### src/rtl/q_update_ctrl.sv
// Q-learning update sequencer: reads Q(s,a), scans Q(s',*) for the legal max,
// hands operands to an external update datapath and writes the result back.
module q_update_ctrl #(
    parameter int SW   = 15,
    parameter int NACT = 9,
    localparam int AW  = SW + 4
) (
    input  logic          clk,
    input  logic          rst,
    input  logic          start,
    input  logic [SW-1:0] cur_state,
    input  logic [3:0]    action,
    input  logic [SW-1:0] next_state,
    input  logic          terminal,
    input  logic [8:0]    act_mask,
    input  logic [15:0]   reward,
    input  logic [3:0]    gamma,
    input  logic [3:0]    alfa,
    output logic          mem_rd_en,
    output logic [AW-1:0] mem_addr,
    input  logic [15:0]   mem_rd_data,
    output logic          mem_wr_en,
    output logic [15:0]   mem_wr_data,
    output logic [15:0]   upd_q,
    output logic [15:0]   upd_max_q,
    output logic [15:0]   upd_reward,
    output logic [3:0]    upd_gamma,
    output logic [3:0]    upd_alfa,
    input  logic [15:0]   upd_q_new,
    output logic          busy,
    output logic          done,
    output logic [15:0]   max_q_out
);
    typedef enum logic [2:0] {S_IDLE, S_RD_Q, S_SCAN, S_DRAIN, S_UPD, S_WR, S_DONE} state_t;

    localparam logic [3:0] LAST_ACT = 4'(NACT - 1);

    state_t        r_state;
    logic [SW-1:0] r_cur_state, r_next_state;
    logic [3:0]    r_action, r_gamma, r_alfa, r_idx, r_cap_act;
    logic          r_terminal, r_cap_q, r_cap_scan;
    logic [8:0]    r_mask;
    logic [15:0]   r_reward, r_q, r_max;
    logic          r_mem_rd_en, r_mem_wr_en, r_busy, r_done;
    logic [AW-1:0] r_mem_addr;
    logic [15:0]   r_mem_wr_data, r_upd_q, r_upd_max_q, r_upd_reward, r_max_q_out;
    logic [3:0]    r_upd_gamma, r_upd_alfa;

    logic          w_scan_hit;
    logic [15:0]   w_max_next, w_q_next, w_max_q;
    logic [3:0]    w_idx_inc;

    // Read data arrives one cycle after issue; r_cap_* tag what the current mem_rd_data is.
    assign w_scan_hit = r_cap_scan && r_mask[r_cap_act] && ($signed(mem_rd_data) > $signed(r_max));
    assign w_max_next = w_scan_hit ? mem_rd_data : r_max;
    assign w_q_next   = r_cap_q ? mem_rd_data : r_q;
    assign w_max_q    = (r_terminal || (r_mask == 9'd0)) ? 16'h0000 : w_max_next;
    assign w_idx_inc  = r_idx + 4'd1;

    always_ff @(posedge clk or posedge rst) begin
        if (rst) begin
            r_state       <= S_IDLE;
            r_cur_state   <= '0;
            r_next_state  <= '0;
            r_action      <= '0;
            r_gamma       <= '0;
            r_alfa        <= '0;
            r_idx         <= '0;
            r_cap_act     <= '0;
            r_terminal    <= 1'b0;
            r_cap_q       <= 1'b0;
            r_cap_scan    <= 1'b0;
            r_mask        <= '0;
            r_reward      <= '0;
            r_q           <= '0;
            r_max         <= 16'h8000;
            r_mem_rd_en   <= 1'b0;
            r_mem_wr_en   <= 1'b0;
            r_busy        <= 1'b0;
            r_done        <= 1'b0;
            r_mem_addr    <= '0;
            r_mem_wr_data <= '0;
            r_upd_q       <= '0;
            r_upd_max_q   <= '0;
            r_upd_reward  <= '0;
            r_upd_gamma   <= '0;
            r_upd_alfa    <= '0;
            r_max_q_out   <= '0;
        end else begin
            r_cap_q    <= r_mem_rd_en && (r_state == S_RD_Q);
            r_cap_scan <= r_mem_rd_en && (r_state == S_SCAN);
            r_cap_act  <= r_mem_addr[3:0];
            r_q        <= w_q_next;
            r_max      <= w_max_next;
            case (r_state)
                S_IDLE: if (start) begin
                    r_cur_state  <= cur_state;
                    r_action     <= action;
                    r_next_state <= next_state;
                    r_terminal   <= terminal;
                    r_mask       <= act_mask;
                    r_reward     <= reward;
                    r_gamma      <= gamma;
                    r_alfa       <= alfa;
                    r_max        <= 16'h8000;
                    r_busy       <= 1'b1;
                    r_mem_rd_en  <= 1'b1;
                    r_mem_addr   <= {cur_state, action};
                    r_state      <= S_RD_Q;
                end
                S_RD_Q: if (r_terminal) begin
                    r_mem_rd_en <= 1'b0;
                    r_state     <= S_DRAIN;
                end else begin
                    r_mem_addr <= {r_next_state, 4'd0};
                    r_idx      <= 4'd0;
                    r_state    <= S_SCAN;
                end
                // Every action is read regardless of mask so latency stays fixed.
                S_SCAN: if (r_idx == LAST_ACT) begin
                    r_mem_rd_en <= 1'b0;
                    r_state     <= S_DRAIN;
                end else begin
                    r_idx      <= w_idx_inc;
                    r_mem_addr <= {r_next_state, w_idx_inc};
                end
                S_DRAIN: begin
                    r_upd_q      <= w_q_next;
                    r_upd_max_q  <= w_max_q;
                    r_upd_reward <= r_reward;
                    r_upd_gamma  <= r_gamma;
                    r_upd_alfa   <= r_alfa;
                    r_state      <= S_UPD;
                end
                S_UPD: begin
                    r_mem_wr_en   <= 1'b1;
                    r_mem_wr_data <= upd_q_new;
                    r_mem_addr    <= {r_cur_state, r_action};
                    r_state       <= S_WR;
                end
                S_WR: begin
                    r_mem_wr_en <= 1'b0;
                    r_done      <= 1'b1;
                    r_max_q_out <= r_upd_max_q;
                    r_state     <= S_DONE;
                end
                S_DONE: begin
                    r_done  <= 1'b0;
                    r_busy  <= 1'b0;
                    r_state <= S_IDLE;
                end
                default: r_state <= S_IDLE;
            endcase
        end
    end

    assign mem_rd_en   = r_mem_rd_en;
    assign mem_addr    = r_mem_addr;
    assign mem_wr_en   = r_mem_wr_en;
    assign mem_wr_data = r_mem_wr_data;
    assign upd_q       = r_upd_q;
    assign upd_max_q   = r_upd_max_q;
    assign upd_reward  = r_upd_reward;
    assign upd_gamma   = r_upd_gamma;
    assign upd_alfa    = r_upd_alfa;
    assign busy        = r_busy;
    assign done        = r_done;
    assign max_q_out   = r_max_q_out;

endmodule

### config.mk
export PLATFORM = sky130hd
export DESIGN_NAME = q_update_ctrl
export DESIGN_NICKNAME = d
export VERILOG_FILES = /design/src/rtl/q_update_ctrl.sv
export SDC_FILE = /design/constraint.sdc
export NUM_CORES = 1
export LEC_CHECK = 0
export BUFFER_PORTS_ARGS = -buffer_cell sky130_fd_sc_hd__clkbuf_2
export CELL_PAD_IN_SITES_DETAIL_PLACEMENT = 1
export CELL_PAD_IN_SITES_GLOBAL_PLACEMENT = 2
export CORE_UTILIZATION = 37
export CTS_BUF_LIST = sky130_fd_sc_hd__clkbuf_4 sky130_fd_sc_hd__clkbuf_8
export CTS_CLUSTER_SIZE = 14
export DETAILED_ROUTE_END_ITERATION = 6
export PLACE_DENSITY = 0.91
export SETUP_SLACK_MARGIN = 0.2
export SLEW_MARGIN = 20
export SYNTH_ARGS = -nofsm -noshare
export SYNTH_HDL_FRONTEND = slang
export SYNTH_SLANG_ARGS = --single-unit
### constraint.sdc
create_clock -name clk -period 11.01 [get_ports clk]
set_clock_uncertainty 0.1 [all_clocks]
set_input_delay 2.202 -clock clk [delete_from_list [all_inputs] [get_ports clk]]
set_output_delay 2.202 -clock clk [all_outputs]
set_load 0.01 [all_outputs]
==> results of run 1 <==
-- cell type report --
class / instances / area [um^2]
clock buffers: 59 / 718.2
flip-flops and latches: 224 / 5607
multi-input cells: 453 / 3792
fillers: 2748 / 13570
inverters: 24 / 97.59
well taps: 330 / 412.9
repair buffers: 221 / 1126
clock inverters: 5 / 71.32
-- worst max-delay path, stage by stage --
cell,delay [ns]
clkbuf_2,0.13
ha_1,0.36
nand4_1,0.17
or4_1,0.59
and3_1,0.24
o31a_2,0.26
nor2_8,0.38
mux2i_1,0.26
-- logic make-up after synthesis --
logic type / Yosys count
AND/OR/NAND/NOR: 96
multiplexers: 177
flip-flops: 224
adder cells (fa/ha/maj): 18
buffers and inverters: 69
XOR/XNOR: 2
AO/OA/AOI/OAI: 160
-- cell usage after synthesis, types with 3 or more instances --
master / count / area, um^2
buf_2: 6 / 30.03
or2_2: 3 / 18.77
mux2_2: 157 / 1768
a21o_1: 3 / 22.52
nand2b_1: 5 / 31.28
nand4_1: 5 / 31.28
o21ai_0: 40 / 200.2
o21ai_1: 9 / 45.04
nand3_1: 22 / 110.1
mux2i_1: 18 / 180.2
ha_1: 18 / 225.2
nor2b_1: 5 / 31.28
dfrtp_1: 223 / 5580
clkbuf_1: 35 / 131.4
nor2_1: 10 / 37.54
a22oi_1: 32 / 240.2
inv_1: 24 / 90.09
nand2_1: 32 / 120.1
a21oi_1: 44 / 220.2
and3_1: 5 / 31.28
a22o_1: 15 / 131.4
-- layer usage --
metal | GRT usage | part of all wire | vias to the layer above
met4 | 0.06500 | 0.024 | 2
met3 | 0.05714 | 0.073 | 56
met5 | 0 | 0.00054 | -
met2 | 0.3240 | 0.49 | 197
li1 | - | - | 3137
met1 | 0.2238 | 0.41 | 3473
-- state kept, by name, indices dropped and copies added, names as in the netlist, 3 cells and up --
name / cells
r_idx: 4
r_q: 16
upd_reward: 16
upd_alfa: 4
mem_wr_data: 16
upd_max_q: 16
r_mask: 9
r_next_state: 15
r_action: 4
max_q_out: 16
r_gamma: 4
r_cap_act: 4
r_max: 16
r_state: 3
r_alfa: 4
r_cur_state: 15
upd_gamma: 4
r_reward: 16
upd_q: 16
mem_addr: 19
-- worst paths after layout --
check	startpoint	to	slack (ns)	cells after the start
worst min register to register	mem_addr[0]	r_cap_act[0]	0.31	0
worst min-delay path	mem_addr[0]	r_cap_act[0]	0.31	0
worst max-delay path	mem_rd_data[15]	upd_max_q[12]	6.77	8
worst max register to register	r_max[15]	upd_max_q[12]	8.00	8
max in group asynchronous	rst	r_reward[4]	6.91	4
min in group asynchronous	rst	max_q_out[7]	1.65	2
-- through the flow --
step	power, uW	cell area (um^2)	hold WS (ns)
6_report	3512	11830	0.3145
3_5_place_dp	2762	11030	0.3074
3_3_place_gp	2683	11030	0.2990
2_1_floorplan	2288	9637	0.3344
4_1_cts	3571	11820	0.3211
5_1_grt	3770	11830	0.3252
-- report_power, final --
group | total [uW] | leakage (uW) | internal [uW] | switching, uW
Clock | 786 | 0.000421 | 441 | 345
Sequential | 1450 | 0.00276 | 1210 | 245
Combinational | 1270 | 0.00242 | 626 | 649
Total | 3510 | 0.00560 | 2270 | 1240
==> metrics.txt, run 1 <==
Slew Limit Fails=0; standard-cell rows=58; chip height=approximately 160 um; Synth Register Bits=~220; Die Area=26690 um^2; Top FF cell, synth=dfrtp_1; setup TNS=0 ns; WP data required=11.38 ns; CTS tree=built; I/O pins=approximately 210; post-route insts no fill=approximately 1300; Setup Fix Bufs, Post-CTS=0; startpoint types=input pin; H-tree depth=2; DRT Wirelength=24.29 mm; fin util=0.4656; crit-path max FO=17; Netlist cell types=50; Hold Path Class=reg2reg; Max clock buf depth=3; CP Data Arrival Time=roughly 4.6 ns; PwrDens=297.0 nW/um^2; share of cells above drive strength 1=0.4615; hold buffer count at CTS=0; mux contribution to synthesized area=0.2076; final setup fails=0; dpl hpwl=16.37 mm; Syn Inst Count=roughly 750; Syn Nets=~870; synthesized cell area=just under 10000 um^2; Synth Area in Adders=0.02337; fraction of registers with async set/reset=1.000; number of flops mapped to enable cells by yosys=0; CP Class=in2reg; fin crit share=0.3847; register area share after synthesis=0.5818; GRT Util Overall=0.1890; 1st-iter DRT viols=roughly 310; Synth Warn #=0; Pleak=0.005602 uW; most common library cell in the layout ignoring fill and taps=dfrtp_1; fmax=236.1 MHz; DRC Markers=0; wire per inst=approximately 18 um; synth-to-layout area growth=22.71%; Synth Area in Compound Gates=0.1039; Setup WS post-layout=between 6 and 7 ns; # port buffers=213; Root Driver=clkbuf_8; vias in the first global route=roughly 7600; DRT Pass-1 Iters=4; post-place setup slack=between 6 and 7 ns; CTS clock-pin slew for the worst setup and hold paths=0.05 ns; CORE AREA=approximately 25000 um^2; Clock Latency Late Sink=0.56 ns; largest net degree at the start of global routing=93; ant diodes=0; largest family of logic cells by synthesized area=multiplexers; maxcap violations=0; xor/xnor cell area share of the yosys netlist=0.001818; Overflow after GRT=0; most frequent cells in the layout=dfrtp_1, clkbuf_2, mux2_2; ANT nets after route=0; first-pass GRT wire length=around 40 mm; Hold Vio Cnt, Final=0; Rel. slew slack=0.2973; Initial Util=0.3794; Via-to-Cell Ratio=between 5 and 6; RSZ-0062 raised after global routing=false; Placed Cells=1252; total CTS buffers=41; Placer Congestion=0.7910; DR vias=6865; layout net count=1086; Tmin final=4.236 ns; status=complete, no violations; simple-gate share of the synthesized area=0.05103; post_cts resized=0; Slew @ Worst Pin=1.052 ns; CTS Sinks=between 200 and 250; Avg Cell Area, Syn=12.92 um^2; Crit. End Element=register; Max VDD drop=between 0.1 and 0.15 mV; Horiz. Die Dim=roughly 160 um; initial antenna violation count=1
(Power assumes the default switching activity.)
==> inputs of run 2 (changes only) <==
--- a/config.mk
+++ b/config.mk
@@ -5,14 +5,15 @@
 export SDC_FILE = /design/constraint.sdc
 export NUM_CORES = 1
 export LEC_CHECK = 0
+export ABC_AREA = 1
 export BUFFER_PORTS_ARGS = -buffer_cell sky130_fd_sc_hd__clkbuf_2
 export CELL_PAD_IN_SITES_DETAIL_PLACEMENT = 1
 export CELL_PAD_IN_SITES_GLOBAL_PLACEMENT = 2
-export CORE_UTILIZATION = 37
+export CORE_UTILIZATION = 33
 export CTS_BUF_LIST = sky130_fd_sc_hd__clkbuf_4 sky130_fd_sc_hd__clkbuf_8
 export CTS_CLUSTER_SIZE = 14
 export DETAILED_ROUTE_END_ITERATION = 6
-export PLACE_DENSITY = 0.91
+export PLACE_DENSITY = 0.92
 export SETUP_SLACK_MARGIN = 0.2
 export SLEW_MARGIN = 20
 export SYNTH_ARGS = -nofsm -noshare
==> constraint.sdc (replaced) <==
create_clock -name clk -period 4.35 [get_ports clk]
set_clock_uncertainty 0.1 [all_clocks]
set_input_delay 0.87 -clock clk [delete_from_list [all_inputs] [get_ports clk]]
set_output_delay 0.87 -clock clk [all_outputs]
set_load 0.01 [all_outputs]
==> run 2 against run 1 <==
  * Critical path depth up 6
  * Core utilization down 4.5 points
  * Clock-buffer cell count up 5
  * Design area down 0.62%
  * Flip-flop and latch count unchanged
  * Power rose to 2.5 times the previous value
  * Synthesized cell count up 48%
  * Sequential power up 150%
  * Non-clock buffer count up 1
  * Critical path type is now reg2reg
  * Largest cell class unchanged
==> metrics.txt, run 2 <==
ANT nets after route=0 (unchanged); fin util=0.4207 (-0.04489); crit-path max FO=17 (unchanged); Hold Vio Cnt, Final=0 (unchanged); Slew @ Worst Pin=0.9223 ns (-0.1293 ns); CP Class=reg2reg; hold buffer count at CTS=0 (unchanged); Max VDD drop=0.3138 mV (+160%); PwrDens=754.3 nW/um^2 (+150%); Worst path slowest cell=dfstp_2; Syn Nets=1222 (+41%); most used cell, CP=nand2_1; Setup Fix Bufs, Post-CTS=0 (unchanged); H-tree depth=2 (unchanged); Via-to-Cell Ratio=4.675 (-10%); DRT Pass-1 Iters=4 (unchanged); setup TNS=0 ns (unchanged); CTS Sinks=224 (unchanged); vias in the first global route=8488 (+12%); 1st-iter DRT viols=300 (-4.5%); Pleak=0.006346 uW (+13%); most frequent cells in the layout=nand2_1, dfrtp_1, clkbuf_2; most used standard cell by instance count after synthesis=nand2_1; Crit. End Element=register; Tmin final=between 2 and 3 ns; worst reg2reg path depth=14 (+6); Slew Limit Fails=0 (unchanged); number of flops mapped to enable cells by yosys=0 (unchanged); standard-cell rows=61 (+5.2%); CTS tree=built; post-route insts no fill=1725 (+31%); synth-to-layout area growth=24.55%; Setup WS post-layout=1.406 ns (-5.368 ns); DR vias=8065 (+17%); layout net count=1441 (+33%); I/O pins=214 (unchanged); Initial Util=0.3378 (-0.04164); final instance area=11750 um^2 (-0.62%); Top delay family on crit path=simple AND/OR/NAND/NOR gates; initial antenna violation count=1 (unchanged); Rel. slew slack=0.3838 (+0.08655); Avg Cell Area, Syn=8.570 um^2 (-34%); fin crit share=0.6768; Netlist cell types=36 (-28%); Critical path buffers and inverters=1 (unchanged); Syn Inst Count=1101 (+48%); DRC Markers=0 (unchanged); CTS clock-pin slew for the worst setup and hold paths=0.06 ns (about the same); Hold Path Class=reg2reg; Top FF cell, synth=dfrtp_1; Synth Register Bits=224 (unchanged); final setup fails=0 (unchanged); post_cts resized=0 (unchanged); Synth Warn #=0 (unchanged); chip height=171.1 um (+4.7%); # port buffers=213 (unchanged); DRT Wirelength=26.78 mm (+10%); Synth area leaders=dfrtp_1, nand2_1, inv_1, nor2_1, ha_1; startpoint types=register; Die Area=29270 um^2 (+9.7%); wire per inst=15.53 um (-16%); ant diodes=0 (unchanged); status=complete, no violations; total CTS buffers=40 (-2.4%); worst-path cell chain=inv_1, ha_1, nand2_1, nor2_1, nand2_1, nor2_2, nand2_1, nand3_1, nand2_1, nand2_1, nor2_4, nand2_1, nand3_1, nand2_1; WP data required=4.67 ns (-6.71 ns); share of cells above drive strength 1=0.2353 (-0.2261); Largest stage delay, worst path=0.52 ns (-0.07 ns); CORE AREA=27930 um^2 (+10%); critical path depth=14 (+6); post-place setup slack=1.053 ns (-5.152 ns); Placed Cells=1656 (+32%); GRT Util Overall=0.1900 (+0.0009326); most common library cell in the layout ignoring fill and taps=nand2_1; Post-DP Area=10890 um^2 (-1.3%); largest net degree at the start of global routing=88 (-5.4%); synthesized cell area=9435 um^2 (-2.1%); number of flip-flops in the largest register=19 (unchanged); Root Driver=clkbuf_8; CP Data Arrival Time=3.26 ns (-1.34 ns); WHS Path Cells=0 (unchanged); Overflow after GRT=0 (unchanged); area leader, netlist=dfrtp_1; Max clock buf depth=3 (unchanged); fmax=339.7 MHz; register area share after synthesis=0.5942 (+0.01242); first-pass GRT wire length=43.88 mm (+11%); dpl hpwl=18.45 mm (+13%); Clock Latency Late Sink=0.54 ns (-0.02 ns); maxcap violations=0 (unchanged); Horiz. Die Dim=171.1 um (+4.7%); Yosys top cell area share=0.5914 (+0.01236); RSZ-0062 raised after global routing=false; fraction of registers with async set/reset=1.000 (unchanged); Placer Congestion=0.8198 (+3.6%); Commonest cells post-synth=nand2_1, dfrtp_1, inv_1, nor2_1, o21ai_0
run 2: area by class of cell:
type	instances	area, um^2
Sequential cell	224	5608
Clock buffer	64	805.8
Tap cell	378	473.0
Timing Repair Buffer	222	1171
Clock inverter	5	56.30
Fill cell	3453	16180
Inverter	81	309.0
Multi-Input combinational cell	751	3328
run 2: worst paths after layout:
check,startpoint,endpoint,slack [ns]
max,r_max[15],upd_max_q[7],1.41
max in group asynchronous,rst,mem_wr_data[0],2.77
min,mem_addr[0],r_cap_act[0],0.30
min in group asynchronous,rst,mem_addr[17],0.41
min reg2reg,mem_addr[0],r_cap_act[0],0.30
max reg2reg,r_max[15],upd_max_q[7],1.41
run 2: kinds of logic (layout without fill, tap and decap cells):
group,after synthesis,in the layout,share of synthesized area
buffers and inverters,126,372,0.05357
AOI/OAI and AO/OA,109,109,0.06737
xor gates and xnor gates,1,1,0.0009284
and+or+nand+nor,623,623,0.2600
adders and majority gates,18,18,0.02387
DFF,224,224,0.5942
run 2: routing by layer:
metal / vias to the layer above / track usage / part of all wire
met2: 213 / 0.3079 / 0.46
li1: 3865 / - / -
met1: 3936 / 0.2411 / 0.44
met5: - / 0 / 0.00037
met4: 2 / 0.05707 / 0.024
met3: 49 / 0.06061 / 0.078
run 2: where the power goes:
part	internal, uW	leakage (uW)	switching (uW)
Combinational	1100	0.00310	2100
Sequential	3010	0.00279	553
Clock	1230	0.000456	881
run 2: stage by stage:
step | hold WS (ns) | total power [uW]
2_1_floorplan | 0.3351 | 5615
3_3_place_gp | 0.2959 | 6700
3_5_place_dp | 0.2972 | 6847
4_1_cts | 0.3131 | 9016
5_1_grt | 0.3414 | 9617
6_report | 0.3024 | 8864
==> inputs of run 3 (changes only) <==
==> constraint.sdc (replaced) <==
create_clock -name clk -period 2.91 [get_ports clk]
set_clock_uncertainty 0.1 [all_clocks]
set_input_delay 0.582 -clock clk [delete_from_list [all_inputs] [get_ports clk]]
set_output_delay 0.582 -clock clk [all_outputs]
set_load 0.01 [all_outputs]
==> run 3 against run 2 <==
  * Die area is the same
  * Via count increased by 0.25%
  * Flip-flop and latch count did not move
  * Sequential power rose by 51%
  * Non-clock buffer count up 10
  * Sequential share of layout area is 0.56 points lower
  * Final cell count increased by 0.75%
  * Combinational power increased by 55%
  * Global-route usage increased by 0.48 points
  * Worst hold slack got worse by 0.16 ns
  * Worst setup slack got worse by 1.0 ns
  * Critical path depth fell by 1
==> metrics.txt, run 3 (synthesis results as in run 2) <==
CTS Sinks=224 (unchanged); Multi-input gate area=3328 um^2 (unchanged); startpoint types=register; Slew Limit Fails=0 (unchanged); ANT nets after route=0 (unchanged); most common library cell in the layout ignoring fill and taps=nand2_1; Worst Setup SP=r_max[15]; WP data required=3.27 ns (-1.40 ns); post-place setup slack=0.2541 ns (-0.7989 ns); CP Data Arrival Time=2.87 ns (-0.39 ns); Initial Util=0.3378 (unchanged); post-route insts no fill=1738 (+0.75%); post_cts resized=0 (unchanged); chip height=171.1 um (unchanged); fmax=398.8 MHz (+17%); Placer Congestion=0.8303 (+1.3%); first-pass GRT wire length=44.63 mm (+1.7%); DRT Pass-1 Iters=4 (unchanged); Pwr Total=13530 uW (+53%); Worst path slowest cell=dfstp_2; final instance area=11890 um^2 (+1.2%); crit-path max FO=16 (-1); standard-cell rows=61 (unchanged); Root Driver=clkbuf_8; Worst Min Path Start=next_state[4]; CP Class=reg2reg; Die Area=29270 um^2 (unchanged); share of cells above drive strength 1=0.2412 (+0.005839); status=complete, no violations; dpl hpwl=18.97 mm (+2.8%); worst-path cell chain=inv_1, ha_1, nand2_1, nor2_1, nand2_1, nor2_2, nand2_1, nand4_1, nand2_2, buf_4, o21ai_0, nand2_1, nor2_1; Pleak=0.006418 uW (+1.1%); H-tree depth=2 (unchanged); RSZ-0062 raised after global routing=false; setup TNS=0 ns (unchanged); Overflow after GRT=0 (unchanged); most used cell, CP=nand2_1; wire per inst=15.84 um (+2.0%); I/O pins=214 (unchanged); fin crit share=0.8617 (+0.1850); CTS clock-pin slew for the worst setup and hold paths=0.06 ns (about the same); DR vias=8085 (+0.25%); DRT Wirelength=27.53 mm (+2.8%); Setup WS post-layout=0.4024 ns (-1.004 ns); synth-to-layout area growth=25.99%; fill count=3437 (-0.46%); maxcap violations=0 (unchanged); Top delay family on crit path=simple AND/OR/NAND/NOR gates; Max clock buf depth=3 (unchanged); CORE AREA=27930 um^2 (unchanged); final setup fails=0 (unchanged); number of flip-flops in the largest register=19 (unchanged); Horiz. Die Dim=171.1 um (unchanged); GRT Util Overall=0.1948 (+0.004807); Clock Latency Late Sink=0.54 ns (about the same); CTS tree=built; Placed Cells=1664 (+0.48%); r2r startpoint=r_max[15]; initial antenna violation count=1 (unchanged); total CTS buffers=41 (+2.5%); Crit. End Element=register; vias in the first global route=8524 (+0.42%); Slew @ Worst Pin=1.057 ns (+0.1350 ns); Post-DP Area=10960 um^2 (+0.67%); # port buffers=213 (unchanged); Max VDD drop=0.4794 mV (+53%); layout net count=1452 (+0.76%); 1st-iter DRT viols=361 (+20%); Critical path buffers and inverters=2 (+1); Hold Path Class=in2reg; Rel. slew slack=0.2951 (-0.08871); Largest stage delay, worst path=0.51 ns (about the same); Hold Vio Cnt, Final=0 (unchanged); sequential cell area=5607 um^2 (about the same); DRC Markers=0 (unchanged); most frequent cells in the layout=nand2_1, dfrtp_1, clkbuf_2; largest net degree at the start of global routing=103 (+17%); Tmin final=2.508 ns (-0.4363 ns); Via-to-Cell Ratio=4.652 (-0.50%); PwrDens=1138 nW/um^2 (+51%); ant diodes=0 (unchanged)
[run 3: changes by cell type in the layout (fill, tap and decap cells not counted), sizes merged]
| cell | delta |
|---|---|
| inv | -1 |
| clkinv | +2 |
| buf | +9 |
| dlygate4sd3 | +1 |
| clkbuf | +1 |
| clkinvlp | +1 |
[run 3: power by group]
part | total [uW] | internal, uW | switching [uW]
Combinational | 4950 | 1730 | 3220
Sequential | 5360 | 4510 | 849
Clock | 3220 | 1900 | 1320
[run 3: per-layer routing]
metal / track usage / vias up / wire [um]
met2: 0.3206 / 222 / 12830
li1: - / 3907 / -
met4: 0.05862 / 2 / 586
met3: 0.05922 / 41 / 2205
met5: 0 / - / 13
met1: 0.2448 / 3913 / 11900
[run 3: timing repair]
action	in CTS	in global routing
endpoints found under the setup margin	0	31
hold endpoints to repair	9	0
hold buffers	1	0
setup buffers	0	1
[run 3: final timing paths]
path / to / slack, ns / cells after the start
setup reg to reg: r_max[10] / 0.40 / 13
hold reg to reg: r_cap_act[3] / 0.32 / 0
max in group asynchronous: r_reward[3] / 1.37 / 4
setup / recovery: r_max[10] / 0.40 / 13
min in group asynchronous: r_idx[1] / 0.47 / 3
hold / removal: r_next_state[4] / 0.15 / 3
[run 3: metrics by stage]
| step | util | hold WS, ns |
|---|---|---|
| 2_1_floorplan | - | 0.3351 |
| 3_3_place_gp | 0.3924 | 0.3157 |
| 3_5_place_dp | 0.3924 | 0.3109 |
| 4_1_cts | 0.4248 | 0.1103 |
| 5_1_grt | 0.4256 | 0.1280 |
| 6_report | 0.4256 | 0.1450 |
[run 3: area by class of cell]
type                       instances  area share
sequential                       224      0.4716
multi-input combinational        751      0.2800
timing repair buffer             232      0.1071
clock buffer                      65     0.06999
tap                              378     0.03979
inverter                          81     0.02600
clock inverter                     7    0.005473
[run 3: tightest hold or removal path, stage by stage]
cell and delay [ns]:
clkbuf_2 0.07, nand2_1 0.04, nand2_1 0.04
